<file path="src/rtl/pipe_pkg.sv">
// Shared pipeline definitions: datapath widths, ALU operation codes and the
// EX-stage control bundle used by the ID/EX register.
package pipe_pkg;

    localparam int DW = 32;
    localparam int RW = 5;
    localparam int CW = 4;
    localparam int SW = 5;

    localparam logic [3:0] ALU_AND  = 4'b0000;
    localparam logic [3:0] ALU_OR   = 4'b0001;
    localparam logic [3:0] ALU_ADD  = 4'b0010;
    localparam logic [3:0] ALU_NOR  = 4'b0011;
    localparam logic [3:0] ALU_SLL  = 4'b0100;
    localparam logic [3:0] ALU_SRL  = 4'b0101;
    localparam logic [3:0] ALU_SUB  = 4'b0110;
    localparam logic [3:0] ALU_SLT  = 4'b0111;
    localparam logic [3:0] ALU_XOR  = 4'b1000;
    localparam logic [3:0] ALU_SRLV = 4'b1001;
    localparam logic [3:0] ALU_SRAV = 4'b1010;

    typedef struct packed {
        logic valid;
        logic reg_write;
        logic mem_read;
        logic mem_write;
        logic mem_to_reg;
    } ex_ctl_t;

    // An empty ID slot must not leave side effects in flight, so every control
    // bit is qualified by the valid flag at capture time.
    function automatic ex_ctl_t make_ctl(input logic valid, input logic reg_write,
                                         input logic mem_read, input logic mem_write,
                                         input logic mem_to_reg);
        ex_ctl_t c;
        c.valid      = valid;
        c.reg_write  = valid & reg_write;
        c.mem_read   = valid & mem_read;
        c.mem_write  = valid & mem_write;
        c.mem_to_reg = valid & mem_to_reg;
        return c;
    endfunction

endpackage

</file>
<file path="src/rtl/id_ex_stage_fwd_mux.sv">
// Operand forwarding select for one EX source register: EX/MEM result first,
// then MEM/WB result, otherwise the value read from the register file in ID.
import pipe_pkg::*;

module fwd_mux #(
    parameter int DW = pipe_pkg::DW,
    parameter int RW = pipe_pkg::RW
) (
    input  logic [RW-1:0] i_idx,
    input  logic [DW-1:0] i_regval,
    input  logic          i_exmem_reg_write,
    input  logic [RW-1:0] i_exmem_rd,
    input  logic [DW-1:0] i_exmem_result,
    input  logic          i_memwb_reg_write,
    input  logic [RW-1:0] i_memwb_rd,
    input  logic [DW-1:0] i_memwb_result,
    output logic [DW-1:0] o_value
);

    logic w_exmem_hit;
    logic w_memwb_hit;

    // $0 is hardwired, so a pending write to it must never shadow the read.
    assign w_exmem_hit = i_exmem_reg_write && (i_exmem_rd != '0) && (i_exmem_rd == i_idx);
    assign w_memwb_hit = i_memwb_reg_write && (i_memwb_rd != '0) && (i_memwb_rd == i_idx);

    always_comb begin
        o_value = i_regval;
        if (w_exmem_hit) begin
            o_value = i_exmem_result;
        end else if (w_memwb_hit) begin
            o_value = i_memwb_result;
        end
    end

endmodule

</file>
<file path="src/rtl/id_ex_stage.sv">
// ID/EX pipeline register with EX operand forwarding and load-use stall
// detection back to PC and IF/ID.
import pipe_pkg::*;

module id_ex_stage #(
    parameter int DW = pipe_pkg::DW,
    parameter int RW = pipe_pkg::RW,
    parameter int CW = pipe_pkg::CW
) (
    input  logic          i_clk,
    input  logic          i_reset_n,
    input  logic          i_flush,
    input  logic          i_id_valid,
    input  logic [RW-1:0] i_id_rs,
    input  logic [RW-1:0] i_id_rt,
    input  logic [RW-1:0] i_id_rd,
    input  logic [DW-1:0] i_id_rs_val,
    input  logic [DW-1:0] i_id_rt_val,
    input  logic [DW-1:0] i_id_imm,
    input  logic [4:0]    i_id_shamt,
    input  logic [CW-1:0] i_id_alu_ctl,
    input  logic          i_id_shift_c,
    input  logic          i_id_alu_src,
    input  logic          i_id_reg_dst,
    input  logic          i_id_reg_write,
    input  logic          i_id_mem_read,
    input  logic          i_id_mem_write,
    input  logic          i_id_mem_to_reg,
    input  logic          i_exmem_reg_write,
    input  logic [RW-1:0] i_exmem_rd,
    input  logic [DW-1:0] i_exmem_result,
    input  logic          i_memwb_reg_write,
    input  logic [RW-1:0] i_memwb_rd,
    input  logic [DW-1:0] i_memwb_result,
    output logic          o_stall,
    output logic [DW-1:0] o_alu_a,
    output logic [DW-1:0] o_alu_b,
    output logic [CW-1:0] o_alu_ctl,
    output logic          o_alu_shift_c,
    output logic [4:0]    o_alu_shift_v,
    output logic [DW-1:0] o_ex_store_data,
    output logic [RW-1:0] o_ex_dest,
    output logic          o_ex_valid,
    output logic          o_ex_reg_write,
    output logic          o_ex_mem_read,
    output logic          o_ex_mem_write,
    output logic          o_ex_mem_to_reg
);

    ex_ctl_t       r_ctl;
    logic [RW-1:0] r_dest;
    logic [RW-1:0] r_rs;
    logic [RW-1:0] r_rt;
    logic [DW-1:0] r_rs_val;
    logic [DW-1:0] r_rt_val;
    logic [DW-1:0] r_imm;
    logic [4:0]    r_shamt;
    logic [CW-1:0] r_alu_ctl;
    logic          r_shift_c;
    logic          r_alu_src;

    logic          w_stall;
    logic          w_dest_hit;
    logic [DW-1:0] w_fwd_rs;
    logic [DW-1:0] w_fwd_rt;

    // A load in EX cannot supply its data until MEM, so a dependent ID
    // instruction has to wait one cycle behind a bubble.
    assign w_dest_hit = (r_dest == i_id_rs) || (r_dest == i_id_rt);
    assign w_stall    = r_ctl.valid && r_ctl.mem_read && (r_dest != '0) &&
                        i_id_valid && w_dest_hit;

    always_ff @(posedge i_clk or negedge i_reset_n) begin
        if (!i_reset_n) begin
            r_ctl     <= '0;
            r_dest    <= '0;
            r_rs      <= '0;
            r_rt      <= '0;
            r_rs_val  <= '0;
            r_rt_val  <= '0;
            r_imm     <= '0;
            r_shamt   <= '0;
            r_alu_ctl <= '0;
            r_shift_c <= 1'b0;
            r_alu_src <= 1'b0;
        end else if (i_flush || w_stall) begin
            r_ctl     <= '0;
            r_dest    <= '0;
            r_rs      <= '0;
            r_rt      <= '0;
            r_rs_val  <= '0;
            r_rt_val  <= '0;
            r_imm     <= '0;
            r_shamt   <= '0;
            r_alu_ctl <= '0;
            r_shift_c <= 1'b0;
            r_alu_src <= 1'b0;
        end else begin
            r_ctl     <= make_ctl(i_id_valid, i_id_reg_write, i_id_mem_read,
                                  i_id_mem_write, i_id_mem_to_reg);
            r_dest    <= i_id_reg_dst ? i_id_rd : i_id_rt;
            r_rs      <= i_id_rs;
            r_rt      <= i_id_rt;
            r_rs_val  <= i_id_rs_val;
            r_rt_val  <= i_id_rt_val;
            r_imm     <= i_id_imm;
            r_shamt   <= i_id_shamt;
            r_alu_ctl <= i_id_alu_ctl;
            r_shift_c <= i_id_shift_c;
            r_alu_src <= i_id_alu_src;
        end
    end

    fwd_mux #(.DW(DW), .RW(RW)) u_fwd_rs (
        .i_idx             (r_rs),
        .i_regval          (r_rs_val),
        .i_exmem_reg_write (i_exmem_reg_write),
        .i_exmem_rd        (i_exmem_rd),
        .i_exmem_result    (i_exmem_result),
        .i_memwb_reg_write (i_memwb_reg_write),
        .i_memwb_rd        (i_memwb_rd),
        .i_memwb_result    (i_memwb_result),
        .o_value           (w_fwd_rs)
    );

    fwd_mux #(.DW(DW), .RW(RW)) u_fwd_rt (
        .i_idx             (r_rt),
        .i_regval          (r_rt_val),
        .i_exmem_reg_write (i_exmem_reg_write),
        .i_exmem_rd        (i_exmem_rd),
        .i_exmem_result    (i_exmem_result),
        .i_memwb_reg_write (i_memwb_reg_write),
        .i_memwb_rd        (i_memwb_rd),
        .i_memwb_result    (i_memwb_result),
        .o_value           (w_fwd_rt)
    );

    // Shifts keep alu_src low, so operand B naturally carries the forwarded rt.
    assign o_alu_a         = w_fwd_rs;
    assign o_alu_b         = r_alu_src ? r_imm : w_fwd_rt;
    assign o_ex_store_data = w_fwd_rt;

    assign o_stall         = w_stall;
    assign o_alu_ctl       = r_alu_ctl;
    assign o_alu_shift_c   = r_shift_c;
    assign o_alu_shift_v   = r_shamt;
    assign o_ex_dest       = r_dest;
    assign o_ex_valid      = r_ctl.valid;
    assign o_ex_reg_write  = r_ctl.reg_write;
    assign o_ex_mem_read   = r_ctl.mem_read;
    assign o_ex_mem_write  = r_ctl.mem_write;
    assign o_ex_mem_to_reg = r_ctl.mem_to_reg;

endmodule

</file>
<file path="config.mk">
export PLATFORM = sky130hd
export DESIGN_NAME = id_ex_stage
export DESIGN_NICKNAME = d
export VERILOG_FILES = /design/src/rtl/pipe_pkg.sv /design/src/rtl/id_ex_stage_fwd_mux.sv /design/src/rtl/id_ex_stage.sv
export SDC_FILE = /design/constraint.sdc
export NUM_CORES = 1
export LEC_CHECK = 0
export ABC_AREA = 0
export BUFFER_PORTS_ARGS = -buffer_cell sky130_fd_sc_hd__buf_2
export CAP_MARGIN = 40
export CORE_UTILIZATION = 42
export DETAILED_ROUTE_END_ITERATION = 6
export GPL_TIMING_DRIVEN = 0
export MAX_ROUTING_LAYER = met4
export PLACE_DENSITY = 0.85
export SLEW_MARGIN = 20
export SYNTH_ARGS = -nofsm -noshare
export SYNTH_HDL_FRONTEND = slang
export SYNTH_SLANG_ARGS = --single-unit
export TNS_END_PERCENT = 50
</file>
<file path="constraint.sdc">
create_clock -name i_clk -period 1.9 [get_ports i_clk]
set_input_delay 0 -clock i_clk [delete_from_list [all_inputs] [get_ports i_clk]]
set_output_delay 0 -clock i_clk [all_outputs]
set_load 0.1 [all_outputs]
</file>
==> results of run 1 <==
kinds of logic after synthesis:
logic type      share of synthesized area
xor+xnor                           0.0408
mux                                0.0995
compound gates                     0.0963
buf+inv                            0.0455
simple gates                        0.225
flops                               0.493
stage by stage:
step	std cells	hold WS, ns	setup TNS (ns)	util	area (µm²)
detailed placement	1162	-0.0579	-75.76	0.655	9670
global placement	1158	0.206	-181.79	0.650	9590
floorplan	652	-0.296	-22.46	-	7750
==> summary.md, run 1 <==
| Metric | Value |
|---|---|
| Initial core utilization | `0.437` |
| Number of I/O port buffers | `322` |
| CTS Root Cell | `clkbuf_16` |
| Synth warn | `0` |
| Most frequent cell after synthesis | `dfrtp_1` |
| Yosys top cell area share | `0.493` |
| Ranking of synthesized cells by area | `dfrtp_1 (49%), and2_1 (12%), mux2i_1 (5.7%)` |
| Final HPWL DP | `18,000 µm` |
| Die Ht | `between 100 and 150 µm` |
| Clock Path Buffers | `2` |
| Async S/R FF share, synth | `1.00` |
| Synth unique cells | `35` |
| Die width | `126 µm` |
| # hold bufs at CTS | `approximately 130` |
| Global placer's final weighted congestion | `0.887` |
| Setup bufs post-CTS | `29` |
| Synth area leader | `dfrtp_1` |
| FP Rows | `44` |
| Mean Syn Cell Area | `9.88 µm²` |
| Pre-CTS setup slack | `-1.05 ns` |
| Post-synth EDFFs | `0` |
| Share of the yosys chip area belonging to registers | `0.493` |
| Run Error | `[ERROR DPL-0033] detailed placement checks failed during check placement.` |
| Post-Synthesis Cells | `652` |
| H-tree lvl count | `4` |
| Clock Sinks | `127` |
| Syn_nets | `about 860` |
| Post_cts resized | `601` |
| Post-synthesis register bit count | `about 130` |
| Status | `stopped before the end` |
| I/O Pins | `approximately 320` |
| Top post-synthesis cells by count | `dfrtp_1 (127), and2_1 (122), nor2_1 (52)` |
| Num CTS Buffers | `17` |
| Dominant synthesized flop cell | `dfrtp_1` |
| Syn Std Cell Area | `around 6400 µm²` |
| Failed at | `4_1_cts` |
==> run 2, diff against run 1 <==
--- a/config.mk
+++ b/config.mk
@@ -8,11 +8,10 @@
 export ABC_AREA = 0
 export BUFFER_PORTS_ARGS = -buffer_cell sky130_fd_sc_hd__buf_2
 export CAP_MARGIN = 40
-export CORE_UTILIZATION = 42
+export CORE_UTILIZATION = 40
 export DETAILED_ROUTE_END_ITERATION = 6
 export GPL_TIMING_DRIVEN = 0
-export MAX_ROUTING_LAYER = met4
-export PLACE_DENSITY = 0.85
+export PLACE_DENSITY_LB_ADDON = 0.15
 export SLEW_MARGIN = 20
 export SYNTH_ARGS = -nofsm -noshare
 export SYNTH_HDL_FRONTEND = slang
==> constraint.sdc (replaced) <==
create_clock -name i_clk -period 2.5 [get_ports i_clk]
set_input_delay 0 -clock i_clk [delete_from_list [all_inputs] [get_ports i_clk]]
set_output_delay 0 -clock i_clk [all_outputs]
set_load 0.1 [all_outputs]
==> summary.md, run 2 <==
| Metric | Value |
|---|---|
| Placed Cells | `1,195` |
| Global placer's final weighted congestion | `0.809` |
| Post-synth EDFFs | `0` |
| Min-delay worst type | `in2async` |
| CTS Root Cell | `clkbuf_16` |
| Final-stage net count | `around 1,300` |
| Crit path kind | `reg2out` |
| Synth unique cells | `35` |
| Commonest cells after routing, fill and taps aside | `buf_2 (229), dlygate4sd3_1 (131), dfrtp_1 (126), and2_1 (122), buf_6 (45)` |
| Die width | `129 µm` |
| Multi-input gate area | `4100 µm²` |
| Clock latency at the later pin of the worst-skew pair | `~0.42 ns` |
| Largest regs | `r_imm (32), r_rs_val (32), r_rt_val (32)` |
| Dominant synthesized flop cell | `dfrtp_1` |
| Pwr per Cell Area | `between 500 and 600 nW/µm²` |
| Final HPWL DP | `17,300 µm` |
| Async S/R FF share, synth | `1.00` |
| Final Instance Count excl. Fillers | `around 1,400` |
| Clk pin slew, worst setup/hold paths | `around 0.060 ns` |
| GRT Total Usage | `0.322` |
| Synth warn | `0` |
| Largest net degree at the start of global routing | `91` |
| 1st-iter DRT viols | `358` |
| Relative slew slack | `0.516` |
| Final Util | `0.793` |
| Pre-CTS setup slack | `-0.356 ns` |
| Ranking of synthesized cells by area | `dfrtp_1 (49%), and2_1 (12%), mux2i_1 (5.7%)` |
| Max cap viols | `0` |
| Syn_nets | `859` |
| Post-synthesis register bit count | `127` |
| Share of layout cells above drive strength 1 | `0.483` |
| Failing checks | `negative setup slack` |
| Syn Std Cell Area | `about 6400 µm²` |
| Synth area leader | `dfrtp_1` |
| FP Rows | `46` |
| Clock Sinks | `127` |
| Most frequent cell after synthesis | `dfrtp_1` |
| Crit path top cell by count | `clkbuf_16` |
| Total core area | `15,800 µm²` |
| VDD IR-drop max | `0.000472 V` |
| Post-Synthesis Cells | `around 650` |
| Initial core utilization | `0.407` |
| Vias in the first global route | `between 7,000 and 8,000` |
| Fin crit period | `2.54 ns` |
| WHS | `~0.03 ns` |
| Worst-path fanout max | `11` |
| Startpoint Class | `flip-flop` |
| I/O Pins | `324` |
| Die area | `16,600 µm²` |
| Endpoint class of the critical path | `output port` |
| Crit-path max cell delay | `0.42 ns` |
| Die Ht | `129 µm` |
| Unrepaired setup endpoints after global routing | `yes` |
| CP Cell Sequence | `xnor2_1 -> nand4_1 -> buf_6 -> clkbuf_16 -> clkbuf_16 -> or3_4 -> a31oi_4 -> mux2_4 -> buf_12` |
| # fillers | `934` |
| Mean Syn Cell Area | `9.88 µm²` |
| Skew final | `0.00796 ns` |
| WP data arrival | `around 2.5 ns` |
| Final setup vio count | `3` |
| Routed Antenna Nets | `0` |
| Number of I/O port buffers | `322` |
| Worst path required time | `2.50 ns` |
| Max Freq | `394 MHz` |
| Most common library cell in the layout ignoring fill and taps | `buf_2` |
| Max-slew violation count | `0` |
| Vias per inst | `5.23` |
| Worst setup margin | `-0.0352 ns` |
| # DRC | `0` |
| Wire length per cell | `20.6 µm` |
| Period utilization | `1.01` |
| Share of the yosys chip area belonging to registers | `0.493` |
| DRT Wirelength | `28,200 µm` |
| Slew @ Worst Pin | `about 0.73 ns` |
| H-tree lvl count | `4` |
| Top post-synthesis cells by count | `dfrtp_1 (127), and2_1 (122), nor2_1 (52)` |
| Remaining Overflow, GRT | `0` |
| Number of hold violations in the final report | `0` |
| Status | `complete, but fails checks` |
| Initial antenna violation count | `1` |
| Synth-to-layout area growth | `94.9%` |
| Worst path slowest cell | `dfrtp_1` |
| CTS tree | `built` |
| Seq. cell area | `3180 µm²` |
| Static leakage | `5.66 nW` |
| Detailed Routing Iterations Pass 1 | `6` |
| First-pass GRT wire length | `39,200 µm` |
| Vias | `7,144` |
| Num CTS Buffers | `17` |
| Yosys top cell area share | `0.493` |
| TNS Setup | `-0.0658 ns` |
| Clock Path Buffers | `2` |
run 2: layout make-up:
type	count	area share
multi-input cells	454	0.326
repair buffers	469	0.319
flip-flops and latches	127	0.253
clock buffers	20	0.0356
plain buffers	43	0.0261
well taps	216	0.0215
clock inverters	11	0.0113
inverters	24	0.00717
diodes	1	0.000199
run 2: timing repair:
action / 4_1_cts / 5_1_grt
pin swaps: 13 / 7
endpoints found under the hold margin: 254 / 0
gates cloned: 0 / 1
setup endpoints to repair: 126 / 125
setup buffers: 9 / 1
resized for setup: 242 / 211
hold buffers: 131 / 0
run 2: through the flow:
step                      total power [W]  area, µm²
final                             0.00736      12600
after detailed placement          0.00425       8980
after global placement            0.00423       8900
after global routing              0.00758      12600
after CTS                         0.00715      11700
after floorplan                   0.00375       7020
run 2: where the power goes:
part	internal, W	total [W]	switching [W]
registers	0.00216	0.00222	0.0000543
clock network	0.00158	0.00251	0.000927
logic	0.000937	0.00264	0.00170
total	0.00468	0.00736	0.00268
run 2: critical path, delay by kind of cell, from the launching register on:
family                    cells  cell delay, ns
AOI/OAI and AO/OA             1            0.19
xor gates and xnor gates      1            0.17
buffers and inverters         4            0.64
DFF                           1            0.42
muxes                         1            0.20
and+or+nand+nor               2            0.50
run 2: path summary, 6_finish.rpt:
check / from / to / slack, ns / depth (start not counted)
max: r_rt[2] / o_alu_b[18] / -0.04 / 9
min: i_reset_n / r_imm[13] / 0.03 / 2
max reg2reg: o_ex_dest[2] / o_ex_dest[4] / 0.25 / 7
min reg2reg: o_ex_mem_read / o_ex_valid / 0.92 / 3
max in group asynchronous: i_reset_n / r_rt[4] / 1.65 / 3
min in group i_clk: i_id_reg_dst / o_ex_dest[2] / 0.07 / 3
run 2: logic make-up after synthesis:
group,count (synthesis),synth area share
AOI/OAI and AO/OA,103,0.0963
xor gates and xnor gates,30,0.0408
buffers and inverters,71,0.0455
DFF,127,0.493
muxes,61,0.0995
and+or+nand+nor,260,0.225
run 2: layer usage:
metal | share of wire | up-vias | global-route usage
met4 | 0.030 | 0 | 0.166
met1 | 0.37 | 3488 | 0.373
met5 | 0 | - | 0
li1 | - | 3186 | -
met2 | 0.52 | 394 | 0.557
met3 | 0.077 | 76 | 0.0761
No activity file was read; power rests on OpenSTA's default activity.
==> run 3, diff against run 2 <==
--- a/config.mk
+++ b/config.mk
@@ -7,11 +7,12 @@
 export LEC_CHECK = 0
 export ABC_AREA = 0
 export BUFFER_PORTS_ARGS = -buffer_cell sky130_fd_sc_hd__buf_2
-export CAP_MARGIN = 40
-export CORE_UTILIZATION = 40
+export CORE_AREA = 2 2 127 129
 export DETAILED_ROUTE_END_ITERATION = 6
+export DIE_AREA = 0 0 129 131
 export GPL_TIMING_DRIVEN = 0
 export PLACE_DENSITY_LB_ADDON = 0.15
+export RECOVER_POWER = 25
 export SLEW_MARGIN = 20
 export SYNTH_ARGS = -nofsm -noshare
 export SYNTH_HDL_FRONTEND = slang
==> summary.md, run 3 (synthesized netlist as in run 2, its figures left out) <==
| Metric | Value |
|---|---|
| Status | `complete, but fails checks` |
| Failing checks | `max-capacitance violations, max-slew violations, negative setup slack` |
| Hold Crit Start | `i_id_reg_dst` |
| RR Startpoint | `o_ex_dest[1]` |
| # fillers | `about 790` |
| TNS Setup | `-0.117 ns` |
| Net Sw Frac | `0.365` |
| 1st-iter DRT viols | `345` |
| Max-slew violation count | `a little under 60` |
| DRT Wirelength | `29,000 µm` |
| Placed cell area | `roughly 8900 µm²` |
| Largest net degree at the start of global routing | `71` |
| Psw | `around 0.0028 W` |
| Final HPWL DP | `between 15,000 and 20,000 µm` |
| Initial core utilization | `0.413` |
| Fin crit period | `2.54 ns` |
| Design area | `13,000 µm²` |
| Worst setup margin | `-0.0398 ns` |
| # DRC | `0` |
| Reg2reg setup slack | `0.08 ns` |
| Max cap viols | `1` |
| Vias in the first global route | `7,340` |
| Number of I/O port buffers | `322` |
| Crit path kind | `reg2out` |
| Unrepaired setup endpoints after global routing | `yes` |
| Num CTS Buffers | `17` |
| FP Rows | `46` |
| Final setup vio count | `9` |
| Flop pwr share | `0.292` |
| Worst path slowest cell | `dfrtp_2` |
| Internal power | `slightly below 0.005 W` |
| Remaining Overflow, GRT | `0` |
| Total core area | `~16,000 µm²` |
| Clock latency at the later pin of the worst-skew pair | `0.43 ns` |
| Initial antenna violation count | `0` |
| Die width | `129 µm` |
| First-pass GRT wire length | `roughly 39,000 µm` |
| Startpoint Class | `flip-flop` |
| Endpoint class of the critical path | `output port` |
| Share of layout cells above drive strength 1 | `0.508` |
| Number of hold violations in the final report | `0` |
| Commonest cells after routing, fill and taps aside | `buf_2 (229), dlygate4sd3_1 (134), dfrtp_1 (126), and2_1 (122), buf_12 (44)` |
| Static leakage | `5.79 nW` |
| FF-to-FF path depth | `6` |
| Worst-path fanout max | `10` |
| CP Cell Sequence | `xnor2_4 -> o211ai_2 -> buf_2 -> buf_2 -> o21ai_1 -> a31oi_4 -> mux2_4 -> buf_8` |
| WHS | `0.0554 ns` |
| Crit-path max cell delay | `0.45 ns` |
| Clock power frac | `0.353` |
| CTS Root Cell | `clkbuf_16` |
| VDD IR-drop max | `0.000459 V` |
| Clk pin slew, worst setup/hold paths | `0.06 ns` |
| Most common library cell in the layout ignoring fill and taps | `buf_2` |
| Detailed Routing Iterations Pass 1 | `4` |
| Largest regs | `r_imm (32), r_rs_val (32), r_rt_val (32)` |
| Vias | `around 7,200` |
| Min-delay worst type | `in2reg` |
| Crit path top cell by count | `buf_2` |
| Slew @ Worst Pin | `roughly 1.5 ns` |
| I/O Pins | `324` |
| Max Freq | `394 MHz` |
| Wire length per cell | `21.0 µm` |
| Global placer's final weighted congestion | `0.819` |
| Final-stage net count | `1,356` |
| Period utilization | `1.02` |
| Die area | `16,900 µm²` |
| Relative slew slack | `-0.00337` |
| GRT Total Usage | `0.314` |
| Hold path endpoint | `o_ex_dest[3]` |
| Logic pwr share | `0.355` |
| CTS tree | `built` |
| Worst hold stages | `3` |
| Final Util | `0.836` |
| Die Ht | `approximately 130 µm` |
| Pwr per Cell Area | `583 nW/µm²` |
| Reg-to-reg endpoint | `r_rs_val[21]` |
| WP data arrival | `2.54 ns` |
| Vias per inst | `5.20` |
| Synth-to-layout area growth | `102%` |
| Clock Sinks | `127` |
| H-tree lvl count | `4` |
| Seq. cell area | `3180 µm²` |
| Multi-input gate area | `4450 µm²` |
| Skew final | `0.0103 ns` |
| Clock Path Buffers | `2` |
| Number of diodes | `0` |
| Routed Antenna Nets | `0` |
| Worst path required time | `2.50 ns` |
==> run 3: cell type report <==
class                           instances  share of cell area
Timing Repair Buffer                  480               0.312
Sequential cell                       127               0.244
Buffer                                 45              0.0265
Clock inverter                         12              0.0141
Clock buffer                           20              0.0343
Tap cell                              216              0.0207
Multi-Input combinational cell        454               0.341
Inverter                               24             0.00691
==> run 3: per-layer routing <==
metal  GRT usage  part of all wire  vias up
met3      0.0745             0.063       79
li1            -                 -     3220
met2       0.565              0.52      354
met5           0                 0        -
met4       0.118             0.035        0
met1       0.366              0.38     3511
==> run 3: worst max-delay path by stage <==
stage / startpoint / slack (ns) / depth (start not counted) / end
CTS: r_rt[1] / -0.07 / 9 / o_alu_b[10]
global route: r_rt[3] / -0.11 / 8 / o_alu_b[29]
global placement: i_reset_n / -0.35 / 1 / o_ex_dest[1]
floorplan: r_rs[4] / -0.40 / 6 / o_alu_a[11]
finish: r_rt[4] / -0.04 / 8 / o_alu_b[29]
detailed placement: o_ex_dest[1] / -0.32 / 7 / r_rs_val[23]
==> run 3: power groups by stage <==
stage	Clock, W	Combinational [W]	Sequential, W
2_1_floorplan	0	0.00140	0.00235
3_3_place_gp	0	0.00200	0.00223
3_5_place_dp	0	0.00201	0.00224
4_1_cts	0.00270	0.00246	0.00221
5_1_grt	0.00281	0.00279	0.00222
6_report	0.00269	0.00270	0.00222
==> run 3: metrics by stage <==
step	instances	power [W]	setup slack [ns]
2_1_floorplan	652	0.00375	-0.403
5_1_grt	1378	0.00782	-0.106
3_5_place_dp	1192	0.00425	-0.321
6_report	1378	0.00760	-0.0398
3_3_place_gp	1190	0.00423	-0.353
4_1_cts	1374	0.00737	-0.0713
==> run 3: critical path: cells and delay by family (launching register included) <==
| kind | cells | cell delay [ns] |
|---|---|---|
| compound gates | 3 | 0.54 |
| xor+xnor | 1 | 0.19 |
| buf+inv | 3 | 0.63 |
| flops | 1 | 0.45 |
| mux | 1 | 0.29 |
==> run 3: repair_timing <==
action / in CTS / in global routing
gates resized for setup: 284 / 228
buffers inserted: 16 / 3
hold endpoints to repair: 254 / 0
cloned: 2 / 1
setup endpoints to repair: 126 / 106
hold buffers: 134 / 0
pin swaps: 16 / 10
==> run 4, diff against run 3 <==
==> constraint.sdc (replaced) <==
create_clock -name i_clk -period 2.75 [get_ports i_clk]
set_input_delay 0 -clock i_clk [delete_from_list [all_inputs] [get_ports i_clk]]
set_output_delay 0 -clock i_clk [all_outputs]
set_load 0.1 [all_outputs]
==> summary.md, run 4 (synthesized netlist as in run 2, its figures left out) <==
| Metric | Value |
|---|---|
| Status | `finished, final reports clean` |
| Worst-path fanout max | `10` |
| # DRC | `0` |
| Remaining Overflow, GRT | `0` |
| Period utilization | `0.968` |
| CP Cell Sequence | `xnor2_1 -> nand4_1 -> buf_4 -> clkbuf_4 -> buf_4 -> or3_1 -> a31oi_4 -> mux2_2 -> buf_6` |
| Wire length per cell | `between 15 and 20 µm` |
| Endpoint class of the critical path | `output port` |
| Initial antenna violation count | `0` |
| I/O Pins | `324` |
| Min-delay worst type | `in2reg` |
| WP data arrival | `2.66 ns` |
| Pwr per Cell Area | `566 nW/µm²` |
| Crit path top cell by count | `buf_4` |
| Worst path slowest cell | `dfrtp_1` |
| Die Ht | `around 130 µm` |
| 1st-iter DRT viols | `245` |
| Vias in the first global route | `about 7,200` |
| Synth-to-layout area growth | `72.1%` |
| Total core area | `around 16,000 µm²` |
| Most common library cell in the layout ignoring fill and taps | `buf_2` |
| TNS Setup | `0 ns` |
| FF-to-FF path depth | `7` |
| Max Freq | `376 MHz` |
| First-pass GRT wire length | `between 30,000 and 40,000 µm` |
| Global placer's final weighted congestion | `0.824` |
| Skew final | `0.00619 ns` |
| Worst hold stages | `3` |
| Clk pin slew, worst setup/hold paths | `roughly 0.050 ns` |
| Static leakage | `about 5.2 nW` |
| Max-slew violation count | `0` |
| VDD IR-drop max | `0.000394 V` |
| Num CTS Buffers | `17` |
| Startpoint Class | `flip-flop` |
| Vias | `slightly below 7,000` |
| GRT Total Usage | `0.300` |
| Number of diodes | `0` |
| Fin crit period | `2.66 ns` |
| Initial core utilization | `0.413` |
| Clock Sinks | `127` |
| Max cap viols | `0` |
| Vias per inst | `slightly above 5` |
| Detailed Routing Iterations Pass 1 | `4` |
| Clock Path Buffers | `2` |
| Crit path kind | `reg2out` |
| Final Util | `0.711` |
| FP Rows | `46` |
| H-tree lvl count | `4` |
| Unrepaired setup endpoints after global routing | `yes` |
| Number of hold violations in the final report | `0` |
| CTS tree | `built` |
| Relative slew slack | `0.135` |
| Worst path required time | `2.75 ns` |
| Clock latency at the later pin of the worst-skew pair | `0.41 ns` |
| Final HPWL DP | `17,500 µm` |
| Slew @ Worst Pin | `approximately 1.3 ns` |
| Largest regs | `r_imm (32), r_rs_val (32), r_rt_val (32)` |
| Crit-path max cell delay | `0.40 ns` |
| Final-stage net count | `about 1,300` |
| DRT Wirelength | `25,500 µm` |
| Final setup vio count | `0` |
| Commonest cells after routing, fill and taps aside | `buf_2 (253), dlygate4sd3_1 (129), dfrtp_1 (127), and2_1 (122), buf_4 (58)` |
| Die width | `around 130 µm` |
| Number of I/O port buffers | `322` |
| Share of layout cells above drive strength 1 | `0.395` |
| Routed Antenna Nets | `0` |
| Largest net degree at the start of global routing | `80` |
| CTS Root Cell | `clkbuf_16` |
| Die area | `roughly 17,000 µm²` |
run 4: cell count changes in the layout (fill, tap and decap cells not counted), sizes merged:
cell / change
inv: -2
clkbuf: +17
bufinv: -2
dlygate4sd3: -5
clkinvlp: +2
buf: -34
clkinv: +1
run 4: path summary, 6_finish.rpt:
check                           slack, ns     startpoint      endpoint
worst max-delay path                 0.09        r_rt[2]   o_alu_b[24]
min in group asynchronous            0.39      i_reset_n     r_imm[16]
worst min register to register       0.87  o_ex_mem_read    o_ex_valid
worst max register to register       0.27   o_ex_dest[4]  r_rs_val[27]
max in group asynchronous            0.52      i_reset_n  o_ex_dest[0]
worst min-delay path                 0.06   i_id_reg_dst  o_ex_dest[1]
run 4: power breakdown:
group	leakage, nW	switching, W	internal [W]
sequential	1.64	0.0000399	0.00196
combinational	3.27	0.00145	0.000617
clock	0.275	0.000829	0.00137
total	5.18	0.00232	0.00395
run 4: timing repair:
| item | CTS | global route |
|---|---|---|
| hold buffers | 129 | 0 |
| gates resized for setup | 85 | 51 |
| pin swaps | 6 | 0 |
| buffers inserted | 5 | 0 |
| setup endpoints to repair | 116 | 60 |
| endpoints found under the hold margin | 254 | 0 |
run 4: area by class of cell:
class                   count  area [µm²]
fillers                  1185        4510
clock buffers              21         460
multi-input cells         454        3540
well taps                 216         270
clock inverters            11         115
repair buffers            457        3220
inverters                  24        90.1
plain buffers              45         215
flip-flops and latches    127        3180
run 4: critical path, delay by kind of cell, from the launching register on:
family | cells | cell delay (ns)
AO/OA/AOI/OAI | 1 | 0.22
XOR/XNOR | 1 | 0.15
buffers and inverters | 4 | 0.78
flip-flops | 1 | 0.40
multiplexers | 1 | 0.19
AND/OR/NAND/NOR | 2 | 0.49
run 4: per-layer routing:
layer | wire length (µm) | global-route usage
met5 | 0 | 0
met4 | 844 | 0.132
met3 | 1740 | 0.0770
met2 | 13100 | 0.538
met1 | 9850 | 0.339
run 4: stage by stage:
step | power, W | hold WS, ns | instance area (µm²) | setup WS (ns) | cells
finish | 0.00627 | 0.0582 | 11100 | 0.0885 | 1355
global route | 0.00650 | 0.0920 | 11100 | -0.0692 | 1355
CTS | 0.00627 | 0.0220 | 11000 | 0.00159 | 1356
detailed placement | 0.00384 | -0.0684 | 8830 | -0.222 | 1191
global placement | 0.00382 | 0.206 | 8790 | -0.205 | 1190
floorplan | 0.00338 | -0.296 | 6910 | -0.156 | 652
